### src/rtl/bus_transfer_sequencer.sv
// bus_transfer_sequencer: drives OE_n/LE of the bus registers to copy one register into another
// over the shared bus: drive source, settle, pulse destination LE, hold source, release.
module bus_transfer_sequencer #(
    parameter int NUM_REGS      = 4,
    parameter int SEL_W         = 2,
    parameter int SETTLE_CYCLES = 2,
    parameter int LATCH_CYCLES  = 1
) (
    input  logic                clk,
    input  logic                reset_n,
    input  logic                req_valid,
    output logic                req_ready,
    input  logic [SEL_W-1:0]    req_src,
    input  logic [SEL_W-1:0]    req_dst,
    output logic [NUM_REGS-1:0] oe_n,
    output logic [NUM_REGS-1:0] le,
    output logic                busy,
    output logic                done,
    output logic                err
);
    localparam logic [1:0] IDLE  = 2'd0;
    localparam logic [1:0] DRIVE = 2'd1;
    localparam logic [1:0] LATCH = 2'd2;
    localparam logic [1:0] HOLD  = 2'd3;
    localparam int MAXC = (SETTLE_CYCLES > LATCH_CYCLES) ? SETTLE_CYCLES : LATCH_CYCLES;
    localparam int CW = $clog2(MAXC + 1);
    localparam logic [CW-1:0] SETTLE_LD = CW'(SETTLE_CYCLES - 1);
    localparam logic [CW-1:0] LATCH_LD  = CW'(LATCH_CYCLES - 1);
    localparam logic [SEL_W:0] NR = (SEL_W + 1)'(NUM_REGS);

    logic [1:0]          state, state_nx;
    logic [CW-1:0]       cnt, cnt_nx;
    logic [SEL_W-1:0]    src, dst, src_nx, dst_nx;
    logic [NUM_REGS-1:0] src_mask, dst_mask;
    logic                accept, bad;

    assign accept   = req_valid && state == IDLE;
    assign bad      = req_src == req_dst || {1'b0, req_src} >= NR || {1'b0, req_dst} >= NR;
    assign src_mask = NUM_REGS'(1) << src_nx;
    assign dst_mask = NUM_REGS'(1) << dst_nx;

    always_comb begin
        state_nx = state;
        cnt_nx   = cnt;
        src_nx   = src;
        dst_nx   = dst;
        case (state)
            IDLE: if (accept && !bad) begin
                state_nx = DRIVE;
                cnt_nx   = SETTLE_LD;
                src_nx   = req_src;
                dst_nx   = req_dst;
            end
            DRIVE: if (cnt == '0) begin
                state_nx = LATCH;
                cnt_nx   = LATCH_LD;
            end else begin
                cnt_nx = cnt - 1'b1;
            end
            LATCH: if (cnt == '0) state_nx = HOLD;
                   else cnt_nx = cnt - 1'b1;
            default: state_nx = IDLE;
        endcase
    end

    // outputs are registered from the next state so they line up with the state they describe
    always_ff @(posedge clk or negedge reset_n) begin
        if (!reset_n) begin
            state     <= IDLE;
            cnt       <= '0;
            src       <= '0;
            dst       <= '0;
            oe_n      <= '1;
            le        <= '0;
            req_ready <= 1'b1;
            busy      <= 1'b0;
            done      <= 1'b0;
            err       <= 1'b0;
        end else begin
            state     <= state_nx;
            cnt       <= cnt_nx;
            src       <= src_nx;
            dst       <= dst_nx;
            oe_n      <= (state_nx == IDLE) ? '1 : ~src_mask;
            le        <= (state_nx == LATCH) ? dst_mask : '0;
            req_ready <= state_nx == IDLE;
            busy      <= state_nx != IDLE;
            done      <= state == HOLD;
            err       <= accept && bad;
        end
    end
endmodule

### config.mk
export PLATFORM = sky130hd
export DESIGN_NAME = bus_transfer_sequencer
export DESIGN_NICKNAME = d
export VERILOG_FILES = /design/src/rtl/bus_transfer_sequencer.sv
export SDC_FILE = /design/constraint.sdc
export NUM_CORES = 1
export LEC_CHECK = 0
export ABC_AREA = 1
export BUFFER_PORTS_ARGS = -buffer_cell sky130_fd_sc_hd__buf_2
export CORE_UTILIZATION = 46
export DETAILED_ROUTE_END_ITERATION = 6
export PLACE_DENSITY_LB_ADDON = 0.12
export SLEW_MARGIN = 20
export SYNTH_ARGS = -nofsm -noshare
export SYNTH_HDL_FRONTEND = slang
export SYNTH_SLANG_ARGS = --single-unit
export TNS_END_PERCENT = 50
### constraint.sdc
create_clock -name clk -period 4.5 [get_ports clk]
set_clock_uncertainty 0.2 [all_clocks]
set_input_delay 0.225 -clock clk [delete_from_list [all_inputs] [get_ports clk]]
set_output_delay 0.225 -clock clk [all_outputs]
set_load 0.005 [all_outputs]
Word level (Yosys, flattened, before mapping)
Cells that the tools add are included.

Bits in registers: 20. Latch bits: 0. Bits in writable memories: 0. ROM bits: 0. Input bits: 7. Memories kept: 0.

$add $sub $neg: 1. $mul: 0. Divide/modulo/power cells: 0. Magnitude comparators: 0. Equal/unequal tests: 7. Shift-type cells: 2. Mux-type cells: 14. Bitwise gates (word level): 1. Reduce and logical (&&, ||, !) cells: 10.

Operators by type and width (number): 2-bit two-way mux (10); 2-bit one-hot mux with 3 select lines (2); 4-bit two-way mux (2); 1-bit by 2-bit << shifter with 4-bit output, first input constant (2); 2-bit == test, second input constant (3); 2-bit logical NOT (3); 4-bit NOT (1); 1-bit logical AND (3); 3-bit AND reduction (1); 3-bit nonzero test (1); 2-bit by 1-bit == test with 1-bit output, second input constant (1); 2-bit == test (1); 2-bit by 1-bit != test with 1-bit output, second input constant (1); 2-bit != test, second input constant (1); 2-bit nonzero test (1); 2-bit by 1-bit subtractor with 2-bit output, second input constant (1); 1-bit logical NOT (1).

Longest topological paths before layout
Depth after elaboration: 8. Mapped depth: 10. Depth with buffers taken out: 10.

Worst setup path after synthesis
OpenSTA, ideal clock, no wires.

Path type: register to register. Start point: reg state[0]. End point: reg cnt[0]. Library setup time: 122 ps. Arrival: 1330 ps. Setup slack: 2847 ps. Cell stages (with the launch flop): 11. Path buffers: 1. Period minus slack after synthesis: 1653 ps. Cell sequence: dfrtp_1 -> inv_1 -> ha_1 -> nand2_1 -> inv_1 -> nand2_4 -> buf_6 -> nand2_1 -> nand3_1 -> nand2_1 -> o21ai_1.

Word-level cells in the longest chain between the ends: 5. Elaborated cells on any way between the ends: 10. Classes of those cells: 4 x eq/ne; 1 x mux; 5 x reduce/logical.

RTL lines: start: declaration (RTL line 31) `logic [1:0] state, state_nx;`; start signal: assignment (RTL line 80) `state <= state_nx;`; 2-bit logical NOT (RTL line 37, 47); 1-bit logical AND (RTL line 37) `assign accept = req_valid && state == IDLE;`; 1-bit logical AND (RTL line 48) `IDLE: if (accept && !bad) begin`; 2-bit by 1-bit != test with 1-bit output (no source line); 3-bit AND reduction (no source line); end signal: assignment (RTL line 81) `cnt <= cnt_nx;`; end: declaration (RTL line 32) `logic [CW-1:0] cnt, cnt_nx;`.

Parallel ways exist; a longest one is shown, timed or not. A chain may end at the register's enable or synchronous reset.

Final worst setup path
Start point: reg state[1]. End point: reg oe_n[1].

Word-level cells in the longest chain between the ends: 8. Elaborated cells on any way between the ends: 15. Classes of those cells: 2 x eq/ne; 1 x shift; 7 x mux; 1 x bitwise; 4 x reduce/logical.

RTL lines: branches (longest 7 deep; another with 2-bit one-hot mux with 3 select lines); 4-bit two-way mux (*) (RTL line 84) `oe_n <= (state_nx == IDLE) ? '1 : ~src_mask;`; end signal: assignment (RTL line 84); end: declaration (RTL line 15) `output logic [NUM_REGS-1:0] oe_n,`.

Every way passes the cells marked *.

==> flow_metrics.tcl <==
set metrics [dict create \
    r2r_start "state[1]$_DFF_PN0_" \
    yosys_warnings 0 \
    cp_num_buf_inv 2 \
    htreeDepth 1 \
    finalHoldViolCount 0 \
    reg2reg_depth 10 \
    finalSetupViolations 0 \
    clk_latency_ns 0.30 \
    grt_pass1_vias 584 \
    ios 19 \
    syn_area_per_cell_um2 8.57 \
    die_area_um2 2330 \
    slew_headroom 0.719 \
    wirelength_um 1590 \
    yosysSeqAreaShare 0.514 \
    vias_per_cell 4.42 \
    cpPeakStageDelay_ns 0.46 \
    cp.arrival_ns 1.85 \
    path_class "reg -> reg" \
    gp_congestion 0.782 \
    maxCapViolCount 0 \
    worst_pin_slew_ns 0.421 \
    ant_nets 0 \
    cts_tree "done" \
    vias 729 \
    whs_path_depth 3 \
    fin_util 0.591 \
    period_needed_ns 1.80 \
    hold_ws_ns 0.0162 \
    grt_max_degree 21 \
    cts-hold-fix-buffers 2 \
    max_freq_mhz 554 \
    syn_inst 115 \
    required_ns 4.54 \
    antenna_found_initial 0 \
    peakVddDrop_uv 335 \
    drive_above_1_share 0.268 \
    cpMostUsedCell "nand2_1" \
    rsz0062_at_grt "no" \
    remaining_drc_errors 0 \
    cp_top_family "simple AND/OR/NAND/NOR gates" \
    avgRoutedWirePerCell_um 9.65 \
    numCtsBuffers 3 \
    setup-tns-final_ns 0 \
    crit_path_top_delay_cell "dfrtp_1" \
    cp-start-kind "flop" \
    drt_iter0_markers 8 \
    nNetsFinal 154 \
    hold_path.class "in -> reg" \
    syn-num-nets 130 \
    yosysUniqueCellTypes 16 \
    area_growth_pct 18.8 \
    initial_core_util 0.497 \
    p_leak_nw 0.651 \
    netlist_area_um2 986 \
    numPortBuffers 18 \
    core_region_area_um2 1980 \
    grt_pass1_wl_um 2390 \
    slew_viol_final 0 \
    grt_util_all_layers 0.152 \
    cp-startpoint "state[1]$_DFF_PN0_" \
    finalCritPeriodShare 0.401 \
    end_kind "flop" \
    die_x_um 48.3 \
    ys_seq_elements 20 \
    first_pass_iters 4 \
    clk_pin_slew_ns 0.11 \
    clk_path_buf_depth 2 \
    power_density_nw_per_um2 694 \
    rows 16 \
    cts_resized 0 \
    critical_path.cell_chain "inv_1 > ha_1 > nand2_1 > inv_1 > nand2_4 > nand3_1 > nand2_1 > nand2_1 > nand2_2 > nand2_1" \
    status "completed" \
    clkSinkCount 20 \
    worst-path-stages 10 \
    hp-start "req_src[1]" \
    cts_setup_buffers 0 \
    cts-root-buf "clkbuf_4" \
    cp_max_fo 17 \
    dpl.hpwl_um 1250 \
    num_antenna_cells 0 \
    die_h_um 48.3 \
    overflow 0 \
]
## power breakdown
| part | switching (mW) | internal [mW] | total [mW] |
|---|---|---|---|
| Combinational | 0.235 | 0.136 | 0.371 |
| Clock | 0.0548 | 0.0901 | 0.145 |
| Sequential | 0.0340 | 0.263 | 0.297 |
## metal layers
metal / GRT usage / vias to the layer above / wire length (um)
li1: - / 391 / -
met1: 0.212 / 323 / 801
met2: 0.227 / 13 / 713
met3: 0.0333 / 2 / 53
met4: 0.0667 / 0 / 23
met5: 0 / - / 0
## path summary, 6_finish.rpt
kind | slack [ns] | end
setup / recovery | 2.70 | oe_n[1]$_DFF_PN1_
hold / removal | 0.02 | src[1]$_DFF_PN0_
setup reg to reg | 2.70 | oe_n[1]$_DFF_PN1_
hold reg to reg | 0.35 | src[1]$_DFF_PN0_
max in group asynchronous | 3.59 | req_ready$_DFF_PN1_
min in group asynchronous | 0.17 | dst[0]$_DFF_PN0_
## cell usage after synthesis, drive strengths merged
cell   instances  share of area
dfrtp         15           0.38
nand2         39           0.17
nand3          3          0.020
o21ai         11          0.060
buf            1          0.011
dfstp          5           0.13
ha             8           0.10
inv           19          0.072
a21oi          1         0.0051
nor2          13          0.049
## area by class of cell
| class | instances | area, um2 |
|---|---|---|
| Clock buffer | 3 | 22.5 |
| Clock inverter | 1 | 30.0 |
| Fill cell | 196 | 811 |
| Inverter | 19 | 71.3 |
| Multi-Input combinational cell | 75 | 397 |
| Sequential cell | 20 | 507 |
| Tap cell | 27 | 33.8 |
| Timing Repair Buffer | 20 | 110 |
## kinds of logic (layout without fill, tap and decap cells)
kind of cell | count (synthesis) | in the layout | synth area share
and+or+nand+nor | 55 | 55 | 0.236
DFF | 20 | 20 | 0.514
buffers and inverters | 20 | 43 | 0.0838
AOI/OAI and AO/OA | 12 | 12 | 0.0647
adders and majority gates | 8 | 8 | 0.102
## stage by stage
step / setup WS, ns / area [um2] / cells / total power, mW
2_1_floorplan: 2.85 / 986 / 115 / 0.574
3_3_place_gp: 2.77 / 1100 / 159 / 0.663
3_5_place_dp: 2.70 / 1100 / 159 / 0.674
4_1_cts: 2.68 / 1170 / 165 / 0.825
5_1_grt: 2.54 / 1170 / 165 / 0.895
6_report: 2.70 / 1170 / 165 / 0.813
## layout by cell type, fill, tap and decap left out, types with 2 or more instances in the layout
cell / instances
inv_1: 16
dlygate4sd3_1: 2
o21ai_0: 3
nand3_1: 2
ha_1: 8
dfrtp_1: 15
buf_2: 18
inv_2: 3
o21ai_1: 7
nand2_1: 34
nand2_2: 4
clkbuf_4: 3
nor2_1: 13
dfstp_2: 5
## flip-flops by register name, summed over array words and instances, names as in the netlist
register	cells
le	4
oe_n	4
cnt	2
dst	2
src	2
state	2
busy	1
done	1
err	1
req_ready	1
## tightest hold or removal path, delay by kind of cell
family,cells,cell delay [ns]
AO/OA/AOI/OAI,1,0.08
buffers and inverters,2,0.17
Note: power is estimated with default switching activity, not from simulation.
